**src/rtl/btn_debounce_array_if.sv**
```systemverilog
// Signal bundle between a button-debounce array and its user: raw inputs,
// repeat enables, debounced levels, per-channel event pulses and key summary.
interface btn_debounce_array_if #(
    parameter int CH_NUM = 5
);
    logic [CH_NUM-1:0] btn_raw;
    logic [CH_NUM-1:0] repeat_en;
    logic [CH_NUM-1:0] btn_level;
    logic [CH_NUM-1:0] press_pulse;
    logic [CH_NUM-1:0] release_pulse;
    logic [CH_NUM-1:0] long_pulse;
    logic [CH_NUM-1:0] repeat_pulse;
    logic              key_valid;
    logic [3:0]        key_code;

    modport master (
        output btn_raw, repeat_en,
        input  btn_level, press_pulse, release_pulse, long_pulse, repeat_pulse,
        input  key_valid, key_code
    );

    modport slave (
        input  btn_raw, repeat_en,
        output btn_level, press_pulse, release_pulse, long_pulse, repeat_pulse,
        output key_valid, key_code
    );
endinterface

```
**src/rtl/btn_debounce_array.sv**
```systemverilog
// Array of independent button channels: 2-FF sync, stable-count debounce and a
// RELEASED/PRESSED/HELD machine emitting press, release, long and repeat pulses.
module btn_debounce_array #(
    parameter int CH_NUM       = 5,
    parameter int DEBOUNCE_CNT = 1_000_000,
    parameter int LONG_CNT     = 100_000_000,
    parameter int REPEAT_CNT   = 20_000_000,
    parameter bit ACTIVE_LOW   = 1'b1
) (
    input  logic                 clk,
    input  logic                 rst_n,
    btn_debounce_array_if.slave  io
);
    localparam logic INACTIVE = ACTIVE_LOW;
    localparam int   DW       = $clog2(DEBOUNCE_CNT);
    localparam int   LW       = $clog2(LONG_CNT);
    localparam int   RW       = $clog2(REPEAT_CNT);

    typedef enum logic [1:0] {
        ST_RELEASED = 2'd0,
        ST_PRESSED  = 2'd1,
        ST_HELD     = 2'd2
    } state_t;

    logic [CH_NUM-1:0] level_vec;
    logic [CH_NUM-1:0] press_vec;
    logic [CH_NUM-1:0] release_vec;
    logic [CH_NUM-1:0] long_vec;
    logic [CH_NUM-1:0] repeat_vec;

    for (genvar gi = 0; gi < CH_NUM; gi++) begin : g_ch
        logic          sync1_q, sync2_q;
        logic          stable_q, stable_d;
        logic [DW-1:0] db_cnt_q, db_cnt_d;
        logic [LW-1:0] hold_cnt_q, hold_cnt_d;
        logic [RW-1:0] rep_cnt_q, rep_cnt_d;
        state_t        state_q, state_d;
        logic          press_q, press_d;
        logic          release_q, release_d;
        logic          long_q, long_d;
        logic          repeat_q, repeat_d;
        logic          pressed;

        // Stable level stays in raw polarity; pressed is the polarity-free view.
        assign pressed = stable_q ^ INACTIVE;

        always_comb begin
            stable_d = stable_q;
            db_cnt_d = '0;
            if (sync2_q != stable_q) begin
                if (db_cnt_q == DW'(DEBOUNCE_CNT - 1)) begin
                    stable_d = sync2_q;
                end else begin
                    db_cnt_d = db_cnt_q + 1'b1;
                end
            end
        end

        always_comb begin
            state_d    = state_q;
            hold_cnt_d = hold_cnt_q;
            rep_cnt_d  = rep_cnt_q;
            press_d    = 1'b0;
            release_d  = 1'b0;
            long_d     = 1'b0;
            repeat_d   = 1'b0;
            case (state_q)
                ST_RELEASED: begin
                    if (pressed) begin
                        state_d    = ST_PRESSED;
                        press_d    = 1'b1;
                        hold_cnt_d = '0;
                    end
                end
                ST_PRESSED: begin
                    if (!pressed) begin
                        state_d    = ST_RELEASED;
                        release_d  = 1'b1;
                        hold_cnt_d = '0;
                        rep_cnt_d  = '0;
                    end else if (hold_cnt_q == LW'(LONG_CNT - 1)) begin
                        state_d   = ST_HELD;
                        long_d    = 1'b1;
                        rep_cnt_d = '0;
                    end else begin
                        hold_cnt_d = hold_cnt_q + 1'b1;
                    end
                end
                ST_HELD: begin
                    // Release wins over a coincident repeat so only one pulse fires.
                    if (!pressed) begin
                        state_d    = ST_RELEASED;
                        release_d  = 1'b1;
                        hold_cnt_d = '0;
                        rep_cnt_d  = '0;
                    end else if (!io.repeat_en[gi]) begin
                        rep_cnt_d = '0;
                    end else if (rep_cnt_q == RW'(REPEAT_CNT - 1)) begin
                        repeat_d  = 1'b1;
                        rep_cnt_d = '0;
                    end else begin
                        rep_cnt_d = rep_cnt_q + 1'b1;
                    end
                end
                default: begin
                    state_d    = ST_RELEASED;
                    hold_cnt_d = '0;
                    rep_cnt_d  = '0;
                end
            endcase
        end

        always_ff @(posedge clk or negedge rst_n) begin
            if (!rst_n) begin
                sync1_q    <= INACTIVE;
                sync2_q    <= INACTIVE;
                stable_q   <= INACTIVE;
                db_cnt_q   <= '0;
                state_q    <= ST_RELEASED;
                hold_cnt_q <= '0;
                rep_cnt_q  <= '0;
                press_q    <= 1'b0;
                release_q  <= 1'b0;
                long_q     <= 1'b0;
                repeat_q   <= 1'b0;
            end else begin
                sync1_q    <= io.btn_raw[gi];
                sync2_q    <= sync1_q;
                stable_q   <= stable_d;
                db_cnt_q   <= db_cnt_d;
                state_q    <= state_d;
                hold_cnt_q <= hold_cnt_d;
                rep_cnt_q  <= rep_cnt_d;
                press_q    <= press_d;
                release_q  <= release_d;
                long_q     <= long_d;
                repeat_q   <= repeat_d;
            end
        end

        assign level_vec[gi]   = (state_q != ST_RELEASED);
        assign press_vec[gi]   = press_q;
        assign release_vec[gi] = release_q;
        assign long_vec[gi]    = long_q;
        assign repeat_vec[gi]  = repeat_q;
    end

    logic [3:0] key_code;

    // Scan downward so the lowest pressed index is the last one written.
    always_comb begin
        key_code = 4'd0;
        for (int i = CH_NUM - 1; i >= 0; i--) begin
            if (press_vec[i]) begin
                key_code = 4'(i);
            end
        end
    end

    assign io.btn_level     = level_vec;
    assign io.press_pulse   = press_vec;
    assign io.release_pulse = release_vec;
    assign io.long_pulse    = long_vec;
    assign io.repeat_pulse  = repeat_vec;
    assign io.key_valid     = |press_vec;
    assign io.key_code      = key_code;
endmodule
```
**src/flat_wrapper.sv**
```systemverilog
// flat-port wrapper written by rule: the top's interface ports become plain ports
module btn_debounce_array_flat 
#(
    parameter int CH_NUM       = 5,
    parameter int DEBOUNCE_CNT = 1_000_000,
    parameter int LONG_CNT     = 100_000_000,
    parameter int REPEAT_CNT   = 20_000_000,
    parameter bit ACTIVE_LOW   = 1'b1
)
  (clk, rst_n, io_btn_raw, io_repeat_en, io_btn_level, io_press_pulse, io_release_pulse, io_long_pulse, io_repeat_pulse, io_key_valid, io_key_code);
  btn_debounce_array_if #(.CH_NUM(CH_NUM)) io_i ();
  input  logic clk;
  input  logic rst_n;
  input wire logic [$bits(io_i.btn_raw)-1:0] io_btn_raw;
  input wire logic [$bits(io_i.repeat_en)-1:0] io_repeat_en;
  output wire logic [$bits(io_i.btn_level)-1:0] io_btn_level;
  output wire logic [$bits(io_i.press_pulse)-1:0] io_press_pulse;
  output wire logic [$bits(io_i.release_pulse)-1:0] io_release_pulse;
  output wire logic [$bits(io_i.long_pulse)-1:0] io_long_pulse;
  output wire logic [$bits(io_i.repeat_pulse)-1:0] io_repeat_pulse;
  output wire logic [$bits(io_i.key_valid)-1:0] io_key_valid;
  output wire logic [$bits(io_i.key_code)-1:0] io_key_code;
  assign io_i.btn_raw = io_btn_raw;
  assign io_i.repeat_en = io_repeat_en;
  assign io_btn_level = io_i.btn_level;
  assign io_press_pulse = io_i.press_pulse;
  assign io_release_pulse = io_i.release_pulse;
  assign io_long_pulse = io_i.long_pulse;
  assign io_repeat_pulse = io_i.repeat_pulse;
  assign io_key_valid = io_i.key_valid;
  assign io_key_code = io_i.key_code;
  btn_debounce_array #(.CH_NUM(CH_NUM), .DEBOUNCE_CNT(DEBOUNCE_CNT), .LONG_CNT(LONG_CNT), .REPEAT_CNT(REPEAT_CNT), .ACTIVE_LOW(ACTIVE_LOW)) u_core (.clk(clk), .rst_n(rst_n), .io(io_i));
endmodule
```
**config.mk**
```make
export PLATFORM = sky130hd
export DESIGN_NAME = btn_debounce_array_flat
export DESIGN_NICKNAME = d
export VERILOG_FILES = /design/src/rtl/btn_debounce_array_if.sv /design/src/rtl/btn_debounce_array.sv /design/src/flat_wrapper.sv
export SDC_FILE = /design/constraint.sdc
export NUM_CORES = 1
export LEC_CHECK = 0
export CAP_MARGIN = 30
export CORE_MARGIN = 3
export CORE_UTILIZATION = 30
export CTS_BUF_LIST = sky130_fd_sc_hd__clkbuf_2
export CTS_CLUSTER_DIAMETER = 200
export DETAILED_ROUTE_END_ITERATION = 6
export PLACE_DENSITY = 0.5
export REMOVE_ABC_BUFFERS = 1
export SKIP_CTS_REPAIR_TIMING = 1
export SYNTH_ARGS = -nofsm -noshare
export SYNTH_HDL_FRONTEND = slang
export SYNTH_SLANG_ARGS = --single-unit
```
**constraint.sdc**
```tcl
create_clock -name clk -period 3 [get_ports clk]
set_clock_uncertainty 0.15 [all_clocks]
set_input_delay 0.6 -clock clk [delete_from_list [all_inputs] [get_ports clk]]
set_output_delay 0.6 -clock clk [all_outputs]
set_load 0.005 [all_outputs]
```
==> results of run 1 <==
[path summary, 6_finish.rpt]
path | from | end | cells past startpoint
setup / recovery | u_core.g_ch[3].press_q | io_key_code[2] | 5
hold / removal | io_repeat_en[0] | u_core.g_ch[0].repeat_q | 3
setup reg to reg | u_core.g_ch[0].hold_cnt_q[2] | u_core.g_ch[0].rep_cnt_q[24] | 7
hold reg to reg | u_core.g_ch[2].sync1_q | u_core.g_ch[2].sync2_q | 0
max in group asynchronous | rst_n | u_core.g_ch[1].sync1_q | 4
min in group asynchronous | rst_n | u_core.g_ch[3].hold_cnt_q[11] | 4
[stage by stage]
| step | instance area (um^2) | setup TNS, ps | setup WS [ps] | util [%] |
|---|---|---|---|---|
| 2_1_floorplan | 21000 | -33640 | -912 | - |
| 3_3_place_gp | 23100 | 0 | 106 | 32.8 |
| 3_5_place_dp | 23100 | 0 | 79.9 | 32.8 |
| 4_1_cts | 24200 | -5680 | -964 | 34.3 |
| 5_1_grt | 24500 | -1170 | -345 | 34.8 |
| 6_report | 24500 | -194 | -122 | 34.8 |
[area by class of cell]
type,count,area [um^2],share of cell area [%]
Tap cell,940,1180,4.80
Multi-Input combinational cell,1793,10800,43.9
Inverter,48,180,0.735
Antenna cell,3,7.51,0.0306
Clock inverter,33,163,0.663
Sequential cell,405,10200,41.4
Timing Repair Buffer,130,1190,4.86
Clock buffer,177,886,3.61
[state kept, by name, summed over array words and instances, names as in the netlist]
register                cells
u_core.g_ch.db_cnt_q      100
u_core.g_ch.hold_cnt_q    135
u_core.g_ch.long_q          5
u_core.g_ch.press_q         5
u_core.g_ch.release_q       5
u_core.g_ch.rep_cnt_q     125
u_core.g_ch.repeat_q        5
u_core.g_ch.stable_q        5
u_core.g_ch.state_q        10
u_core.g_ch.sync1_q         5
u_core.g_ch.sync2_q         5
[cells by family (layout without fill, tap and decap cells)]
family	count (synthesis)	after routing	synth area share [%]
fa+ha+maj	30	30	1.75
compound gates	443	443	12.7
buf+inv	156	388	3.25
mux	18	18	0.903
flops	405	405	47.3
xor+xnor	170	170	6.93
other cells	1	4	0.0175
simple gates	1131	1131	27.1
[metal layers]
metal / vias to the layer above / share of wire, % / wire [um] / GRT usage [%]
li1: 8820 / - / - / -
met1: 8784 / 48 / 24900 / 18.7
met2: 331 / 45 / 23200 / 21.4
met3: 104 / 4.1 / 2120 / 2.95
met4: 0 / 2.4 / 1250 / 4.73
met5: - / 0 / 0 / 0
[power by group]
part / switching, uW / internal (uW) / total, uW / leakage [uW]
combinational: 156 / 61.8 / 218 / 0.00401
sequential: 20.1 / 5480 / 5500 / 0.00546
clock: 2470 / 1660 / 4130 / 0.000816
total: 2650 / 7210 / 9850 / 0.0103
[critical path, delay by kind of cell, from the launching register on]
kind,cells,cell delay (ps)
flops,1,440
buf+inv,3,410
simple gates,2,340
[placed cells by master, fill, tap and decap left out, drive strengths merged, types with 30 or more instances in the layout]
master  instances
a21oi          59
a31oi          33
and3           55
and4           32
buf            83
clkbuf        180
dfrtp         390
ha             30
inv            53
nand2         197
nand3         172
nand4          77
nor2          307
nor3           63
nor4           45
o21ai         216
o31ai          65
xnor2          67
xor2          103
==> metrics.yaml, run 1 <==
cpPeakStageDelay_ps: 440
min_path_type: "input port to flop"
area_delta_synth_final_pct: 14.2
numPortBuffers: 40
clk-insertion-delay-late_ps: 1180
outcome: "finished with violations"
avgRoutedWirePerCell_um: 14.6
antenna_found_initial: 2
end_kind: "output pin"
overflow: 0
grt_pass1_wl_mm: 87.1
htreeDepth: 3
rsz0062_at_grt: "yes"
netlist_instances: 2354
ys_seq_area_share_pct: 47.3
vdd_drop_max_mv: 0.204
p_leak_uw: 0.0103
violations: "negative setup slack"
clk_pin_slew_worst_paths_ps: 110
ant_nets: 0
crit_chain: "buf_6 -> nor4_4 -> buf_6 -> and2_4 -> clkbuf_2"
p_total_uw: 9850
fill_cells: 7201
setup_viol_count_final: 3
crit_path_start_kind: "flop"
initial_core_util_pct: 30.5
synth_top_cell_area_share_pct: 45.5
die_width_um: 274
drive_gt1_share_pct: 14.1
grt_max_degree: 65
synth_area_per_cell_um2: 9.12
drcViolationCount: 0
dr_total_vias: 18000
grt_pass1_vias: 17600
dr.pass1.iters: 5
yosys.cell_count.top_type: "dfrtp_1"
clock-sinks: 405
finalWorstPathRequiredPeriod_ps: 3120
dp_hpwl_mm: 33.6
synth_commonest_cells: "dfrtp_1, nor2_1, nand2_1"
worstPathRequired_ps: 2250
finalHoldViolations: 0
finalCritPeriodShare_pct: 104
numCtsBuffers: 114
slew_violations: 0
pin_count: 42
place_inst: 3294
drt-initial-drc-count: 1205
synth_largest_area_cell: "dfrtp_1"
synth_cell_types: 74
dieArea_um2: 74800
async_flop_share_pct: 100
cp_max_fo: 2
whs_ps: 107
synthTopCellsByArea: "dfrtp_1, nor2_1, xor2_1"
critPathKind: "flop to output pin"
synth_edf_count: 0
finalNonFillerCells: 3529
clockBufferDepth: 3
tightest_slew_ps: 829
crit_arrival_ps: 2370
synth-main-ff-cell: "dfrtp_1"
crit_top_cell: "buf_6"
fmax_mhz: 320
ys_ff_latch: 405
cpMaxStageDelayCell: "dfrtp_2"
routed_wl_mm: 51.6
synth_area_um2: 21500
core.rowCount: 97
rrSetupSlack_ps: 240
yosysWarnings: 0
core_um2: 70500
fp.dieH_um: 274
finalWorstSetupSlack_ps: -122
viasPerCell: 5.11
routabilityCongestion: 0.813
cts_root_buffer: "clkbuf_2"
cts_tree: "done"
max_slew_margin_pct: 44.3
final_nets: 2534
powerDensity_nw_per_um2: 402
cap_violations: 0
grt_util_all_layers_pct: 13.7
No activity file was read; power rests on OpenSTA's default activity.
==> run 2, diff against run 1 <==
--- a/config.mk
+++ b/config.mk
@@ -6,7 +6,6 @@
 export NUM_CORES = 1
 export LEC_CHECK = 0
 export CAP_MARGIN = 30
-export CORE_MARGIN = 3
 export CORE_UTILIZATION = 30
 export CTS_BUF_LIST = sky130_fd_sc_hd__clkbuf_2
 export CTS_CLUSTER_DIAMETER = 200
==> run 2 against run 1 <==
- the run now ends clean
- first-iteration DRC count grew 0.75%
- global-route usage grew 0.41 points
- cell area is essentially flat
- cell count shrank 0.31%
- sequential share of layout area is essentially flat
- power grew 1.6%
- register-to-register slack lost 100 ps
- worst setup slack gained 260 ps
- clock-buffer cell count shrank 6
- non-clock buffer count shrank 9
- die area shrank 2.9%
- critical path depth grew 2
- critical endpoint is now u_core.g_ch[2].rep_cnt_q[19]
==> metrics.yaml, run 2 (synthesized netlist as in run 1, its figures left out) <==
outcome: "completed"  # was finished with violations
drt-initial-drc-count: 1214  # was 1,205
cpPeakStageDelay_ps: 580  # was 440 ps
mostFrequentLayoutCell: "dfrtp_1"  # unchanged
clk_pin_slew_worst_paths_ps: 90  # was 110 ps
regMostFlops: "u_core.g_ch.hold_cnt_q"  # unchanged
rsz0062_at_grt: "yes"  # unchanged
finalCritPeriodShare_pct: 95.3  # was 104%
grt_util_all_layers_pct: 14.1  # was 13.7%
cts_root_buffer: "clkbuf_2"  # unchanged
drive_gt1_share_pct: 13.6  # was 14.1%
crit_arrival_ps: 3650  # was 2370 ps
numCtsBuffers: 111  # was 114
grt_pass1_wl_mm: 88.0  # was 87.1 mm
grt_max_degree: 86  # was 65
cp_max_fo: 19  # was 2
vdd_drop_max_mv: 0.206  # was 0.204 mV
critPathKind: "flop to flop"  # was flop to output pin
clk-insertion-delay-late_ps: 1120  # was 1180 ps
clock-sinks: 405  # unchanged
placed_cell_area_um2: 23100  # about the same
ant_nets: 0  # unchanged
fmax_mhz: 350  # was 320 MHz
p_comb_share_pct: 2.2  # about the same
cpMaxStageDelayCell: "or4_1"  # was dfrtp_2
p_sw_share_pct: 26.0  # was 26.9%
powerDensity_nw_per_um2: 408  # was 402 nW/um^2
fin_area_um2: 24500  # about the same
fp.dieH_um: 270  # was 274 um
max_slew_margin_pct: 44.4  # was 44.3%
slew_violations: 0  # unchanged
pin_count: 42  # unchanged
viasPerCell: 5.10  # was 5.11
final_nets: 2522  # was 2,534
p_leak_uw: 0.0103  # about the same
seq_power_share_pct: 55.0  # was 55.9%
switchingPower_uw: 2600  # was 2650 uW
timing.rr.start: "u_core.g_ch[2].hold_cnt_q[19]"  # was u_core.g_ch[0].hold_cnt_q[2]
overflow: 0  # unchanged
place_inst: 3287  # was 3,294
finalNonFillerCells: 3518  # was 3,529
worstPathRequired_ps: 3790  # was 2250 ps
crit_path_start_kind: "flop"  # unchanged
initial_core_util_pct: 30.5  # about the same
dr.pass1.iters: 7  # was 5
numPortBuffers: 40  # unchanged
final_cell_mix: "dfrtp_1, nor2_1, nand2_1"  # unchanged
largest_reg_flops: 135  # unchanged
routed_wl_mm: 51.1  # was 51.6 mm
tightest_slew_ps: 829  # about the same
die_width_um: 270  # was 274 um
core.rowCount: 97  # unchanged
min_path_type: "input port to flop"  # unchanged
grt_pass1_vias: 17800  # was 17,600
antenna_found_initial: 3  # was 2
crit_start: "u_core.g_ch[2].hold_cnt_q[19]"  # was u_core.g_ch[3].press_q
clkPwrFrac_pct: 42.8  # was 41.9%
end_kind: "flop"  # was output pin
htreeDepth: 3  # unchanged
cts_tree: "done"  # unchanged
routabilityCongestion: 0.830  # was 0.813
avgRoutedWirePerCell_um: 14.5  # was 14.6 um
clockBufferDepth: 3  # unchanged
dr_total_vias: 18000  # about the same
finalHoldViolations: 0  # unchanged
dieArea_um2: 72600  # was 74,800 um^2
cap_violations: 0  # unchanged
dp_hpwl_mm: 33.3  # was 33.6 mm
core_um2: 70400  # was 70,500 um^2
finalWorstPathRequiredPeriod_ps: 2860  # was 3120 ps
worstHoldStart: "io_repeat_en[0]"  # unchanged
reg.largest.list: "u_core.g_ch.hold_cnt_q: 135 flops, u_core.g_ch.rep_cnt_q: 125 flops, u_core.g_ch.db_cnt_q: 100 flops"  # unchanged
internal_power_uw: 7410  # was 7210 uW
crit_chain: "or4_1 -> nor3_2 -> a32oi_4 -> buf_4 -> nor2_4 -> nand3_1 -> o31ai_1"  # was buf_6 -> nor4_4 -> buf_6 -> and2_4 -> clkbuf_2
setup_viol_count_final: 0  # was 3
area_delta_synth_final_pct: 14.2  # about the same
drcViolationCount: 0  # unchanged
==> run 2: cell types whose count changed in the layout (fill, tap and decap cells not counted), sizes merged <==
cell	change
diode	+2
bufinv	+3
clkinv	+5
clkinvlp	-1
inv	-5
clkdlybuf4s50	-1
clkbuf	-7
dlymetal6s2s	+2
buf	-9
==> run 2: final cells by class <==
type | count | area, um^2
fillers | 7349 | 45900
multi-input cells | 1793 | 10700
flip-flops and latches | 405 | 10200
well taps | 940 | 1180
repair buffers | 121 | 1150
clock buffers | 171 | 856
clock inverters | 35 | 248
inverters | 48 | 183
diodes | 5 | 12.5
==> run 2: per-stage QoR <==
stage	TNS (ps)	hold slack (ps)	setup slack [ps]	total power (uW)	util, %
2_1_floorplan	-33640	154	-912	5650	-
3_3_place_gp	0	197	242	5820	32.8
3_5_place_dp	0	198	161	5830	32.8
4_1_cts	-4160	-917	-548	10300	34.4
5_1_grt	-335	-24.7	-93.0	10600	34.8
6_report	0	138	140	10000	34.8
==> run 2: path summary, 6_finish.rpt <==
check | to | slack [ps] | cells after the start
min in group asynchronous | u_core.g_ch[3].stable_q | 570 | 3
setup / recovery | u_core.g_ch[2].rep_cnt_q[19] | 140 | 7
max in group asynchronous | u_core.g_ch[2].rep_cnt_q[0] | 1590 | 4
setup reg to reg | u_core.g_ch[2].rep_cnt_q[19] | 140 | 7
hold / removal | u_core.g_ch[0].repeat_q | 140 | 3
hold reg to reg | u_core.g_ch[3].sync2_q | 210 | 0
==> run 2: worst max-delay path: cells and delay by family (launching register included) <==
kind	cells	cell delay (ps)
buf+inv	1	270
flops	1	430
simple gates	4	1340
compound gates	2	510
==> run 2: power by group through the flow <==
stage / logic, uW / clock network [uW] / registers, uW
5_1_grt: 258 / 4860 / 5510
4_1_cts: 217 / 4570 / 5500
3_3_place_gp: 212 / 0 / 5610
2_1_floorplan: 44.3 / 0 / 5610
3_5_place_dp: 216 / 0 / 5610
6_report: 216 / 4290 / 5500
==> run 2: layer usage <==
metal | track usage (%) | share of wire (%)
met5 | 0 | 0
met4 | 4.46 | 1.8
met3 | 3.01 | 4.0
met2 | 22.3 | 46
met1 | 19.2 | 48
==> run 3, diff against run 2 <==
--- a/config.mk
+++ b/config.mk
@@ -10,6 +10,7 @@
 export CTS_BUF_LIST = sky130_fd_sc_hd__clkbuf_2
 export CTS_CLUSTER_DIAMETER = 200
 export DETAILED_ROUTE_END_ITERATION = 6
+export HOLD_SLACK_MARGIN = 0.12
 export PLACE_DENSITY = 0.5
 export REMOVE_ABC_BUFFERS = 1
 export SKIP_CTS_REPAIR_TIMING = 1
==> run 3 against run 2 <==
- sequential power about the same
- via count about the same
- sequential cell count unchanged
- largest cell class unchanged
==> metrics.yaml, run 3 (synthesized netlist as in run 1, its figures left out) <==
outcome: "completed"  # unchanged
max_slew_margin_pct: 43.8  # was 44.4%
rrSetupSlack_ps: 140  # about the same
avgRoutedWirePerCell_um: 14.5  # about the same
largest_reg_flops: 135  # unchanged
path_delay_family: "simple AND/OR/NAND/NOR gates"  # unchanged
grtUsageMet3_pct: 3.01  # unchanged
fp.dieH_um: 270  # unchanged
regMostFlops: "u_core.g_ch.hold_cnt_q"  # unchanged
final_cell_mix: "dfrtp_1, nor2_1, nand2_1"  # unchanged
p_leak_uw: 0.0103  # about the same
slew_violations: 0  # unchanged
cts_root_buffer: "clkbuf_2"  # unchanged
fmax_mhz: 350  # about the same
reg.largest.list: "u_core.g_ch.hold_cnt_q: 135 flops, u_core.g_ch.rep_cnt_q: 125 flops, u_core.g_ch.db_cnt_q: 100 flops"  # unchanged
finalCritPeriodShare_pct: 95.2  # was 95.3%
regArea_um2: 10200  # unchanged
core.rowCount: 97  # unchanged
mostFrequentLayoutCell: "dfrtp_1"  # unchanged
clock-sinks: 405  # unchanged
grt_pass1_vias: 17800  # unchanged
vdd_drop_max_mv: 0.206  # about the same
cpMaxStageDelayCell: "or4_1"  # unchanged
antenna_found_initial: 3  # unchanged
critPathKind: "flop to flop"  # unchanged
htreeDepth: 3  # unchanged
finalWorstPathRequiredPeriod_ps: 2860  # about the same
clk_pin_slew_worst_paths_ps: 90  # about the same
cpPeakStageDelay_ps: 580  # about the same
cp_max_fo: 19  # unchanged
multi_input_area_um2: 10700  # unchanged
drt-initial-drc-count: 1205  # was 1,214
rr_worst_depth: 7  # unchanged
cts_tree: "done"  # unchanged
viasPerCell: 5.10  # about the same
grt_util_met2_pct: 22.3  # unchanged
hold_end: "u_core.g_ch[3].sync2_q"  # was u_core.g_ch[0].repeat_q
min_path_type: "flop to flop"  # was input port to flop
crit_buf_inv: 1  # unchanged
routed_wl_mm: 51.0  # was 51.1 mm
worstReg2RegEnd: "u_core.g_ch[2].rep_cnt_q[19]"  # unchanged
drive_gt1_share_pct: 13.5  # was 13.6%
pin_count: 42  # unchanged
routabilityCongestion: 0.830  # unchanged
dr_total_vias: 18000  # about the same
drcViolationCount: 0  # unchanged
use_met1_pct: 19.2  # unchanged
initial_core_util_pct: 30.5  # unchanged
setup_viol_count_final: 0  # unchanged
clockBufferDepth: 3  # unchanged
numPortBuffers: 40  # unchanged
cap_violations: 0  # unchanged
grt_max_degree: 86  # unchanged
grt_busiest_layer: "met2"  # unchanged
dp_hpwl_mm: 33.3  # unchanged
rsz0062_at_grt: "yes"  # unchanged
p_total_uw: 10000  # about the same
crit_chain: "or4_1 -> nor3_2 -> a32oi_4 -> buf_4 -> nor2_4 -> nand3_1 -> o31ai_1"  # unchanged
timing.rr.start: "u_core.g_ch[2].hold_cnt_q[19]"  # unchanged
hold_depth: 0  # was 3
area_delta_synth_final_pct: 14.4  # was 14.2%
clk-insertion-delay-late_ps: 1120  # about the same
powerDensity_nw_per_um2: 407  # was 408 nW/um^2
worstHoldStart: "u_core.g_ch[3].sync1_q"  # was io_repeat_en[0]
end_kind: "flop"  # unchanged
crit_path_start_kind: "flop"  # unchanged
place_ws_ps: 161  # unchanged
worstPathRequired_ps: 3790  # about the same
numCtsBuffers: 111  # unchanged
dr.pass1.iters: 7  # unchanged
tightest_slew_ps: 838  # was 829 ps
core_um2: 70400  # unchanged
fill_cells: 7345  # was 7,349
dieArea_um2: 72600  # unchanged
finalWorstSetupSlack_ps: 143  # was 140 ps
grt_util_all_layers_pct: 14.1  # unchanged
die_width_um: 270  # unchanged
final_nets: 2527  # was 2,522
overflow: 0  # unchanged
crit_arrival_ps: 3650  # about the same
ant_nets: 0  # unchanged
finalHoldViolations: 0  # unchanged
grt_pass1_wl_mm: 88.0  # unchanged
-- run 3: worst max path at each step --
stage          slack [ps]                      endpoint                     startpoint  cells after the start
2_1_floorplan        -910  u_core.g_ch[0].rep_cnt_q[12]    u_core.g_ch[0].rep_cnt_q[0]                      6
3_3_place_gp          240   u_core.g_ch[3].rep_cnt_q[9]                io_repeat_en[3]                      5
3_5_place_dp          160   u_core.g_ch[3].rep_cnt_q[9]                io_repeat_en[3]                      5
4_1_cts              -550                io_key_code[2]         u_core.g_ch[2].press_q                      3
5_1_grt               -90                io_key_code[2]         u_core.g_ch[0].press_q                      3
6_report              140  u_core.g_ch[2].rep_cnt_q[19]  u_core.g_ch[2].hold_cnt_q[19]                      7
-- run 3: final cells by class --
type                    count  share of cell area [%]
diodes                      5                  0.0509
clock buffers             171                    3.48
clock inverters            35                    1.01
inverters                  48                   0.743
multi-input cells        1793                    43.7
flip-flops and latches    405                    41.3
well taps                 940                    4.79
repair buffers            126                    4.87
-- run 3: per-layer routing --
layer  part of all wire [%]  routed length (um)
met3                    4.0                2030
met2                     46               23400
met5                      0                   0
met4                    1.7                 880
met1                     48               24700
-- run 3: where the power goes --
| group | internal (uW) | switching (uW) |
|---|---|---|
| Clock | 1860 | 2420 |
| Sequential | 5480 | 20.3 |
| Combinational | 66.7 | 154 |
-- run 3: worst register-to-register path: cells and delay by family (launching register included) --
family / cells / cell delay (ps)
AO/OA/AOI/OAI: 2 / 510
buffers and inverters: 1 / 280
flip-flops: 1 / 430
AND/OR/NAND/NOR: 4 / 1360
-- run 3: per-stage QoR --
stage	hold WS, ps	area [um^2]	instances	utilization, %	TNS [ps]
final	211	24600	3523	34.9	0
after global routing	112	24600	3523	34.9	-339
after global placement	197	23100	3287	32.8	0
after CTS	-917	24200	3493	34.4	-4160
after detailed placement	198	23100	3287	32.8	0
after floorplan	154	21000	2246	-	-33640
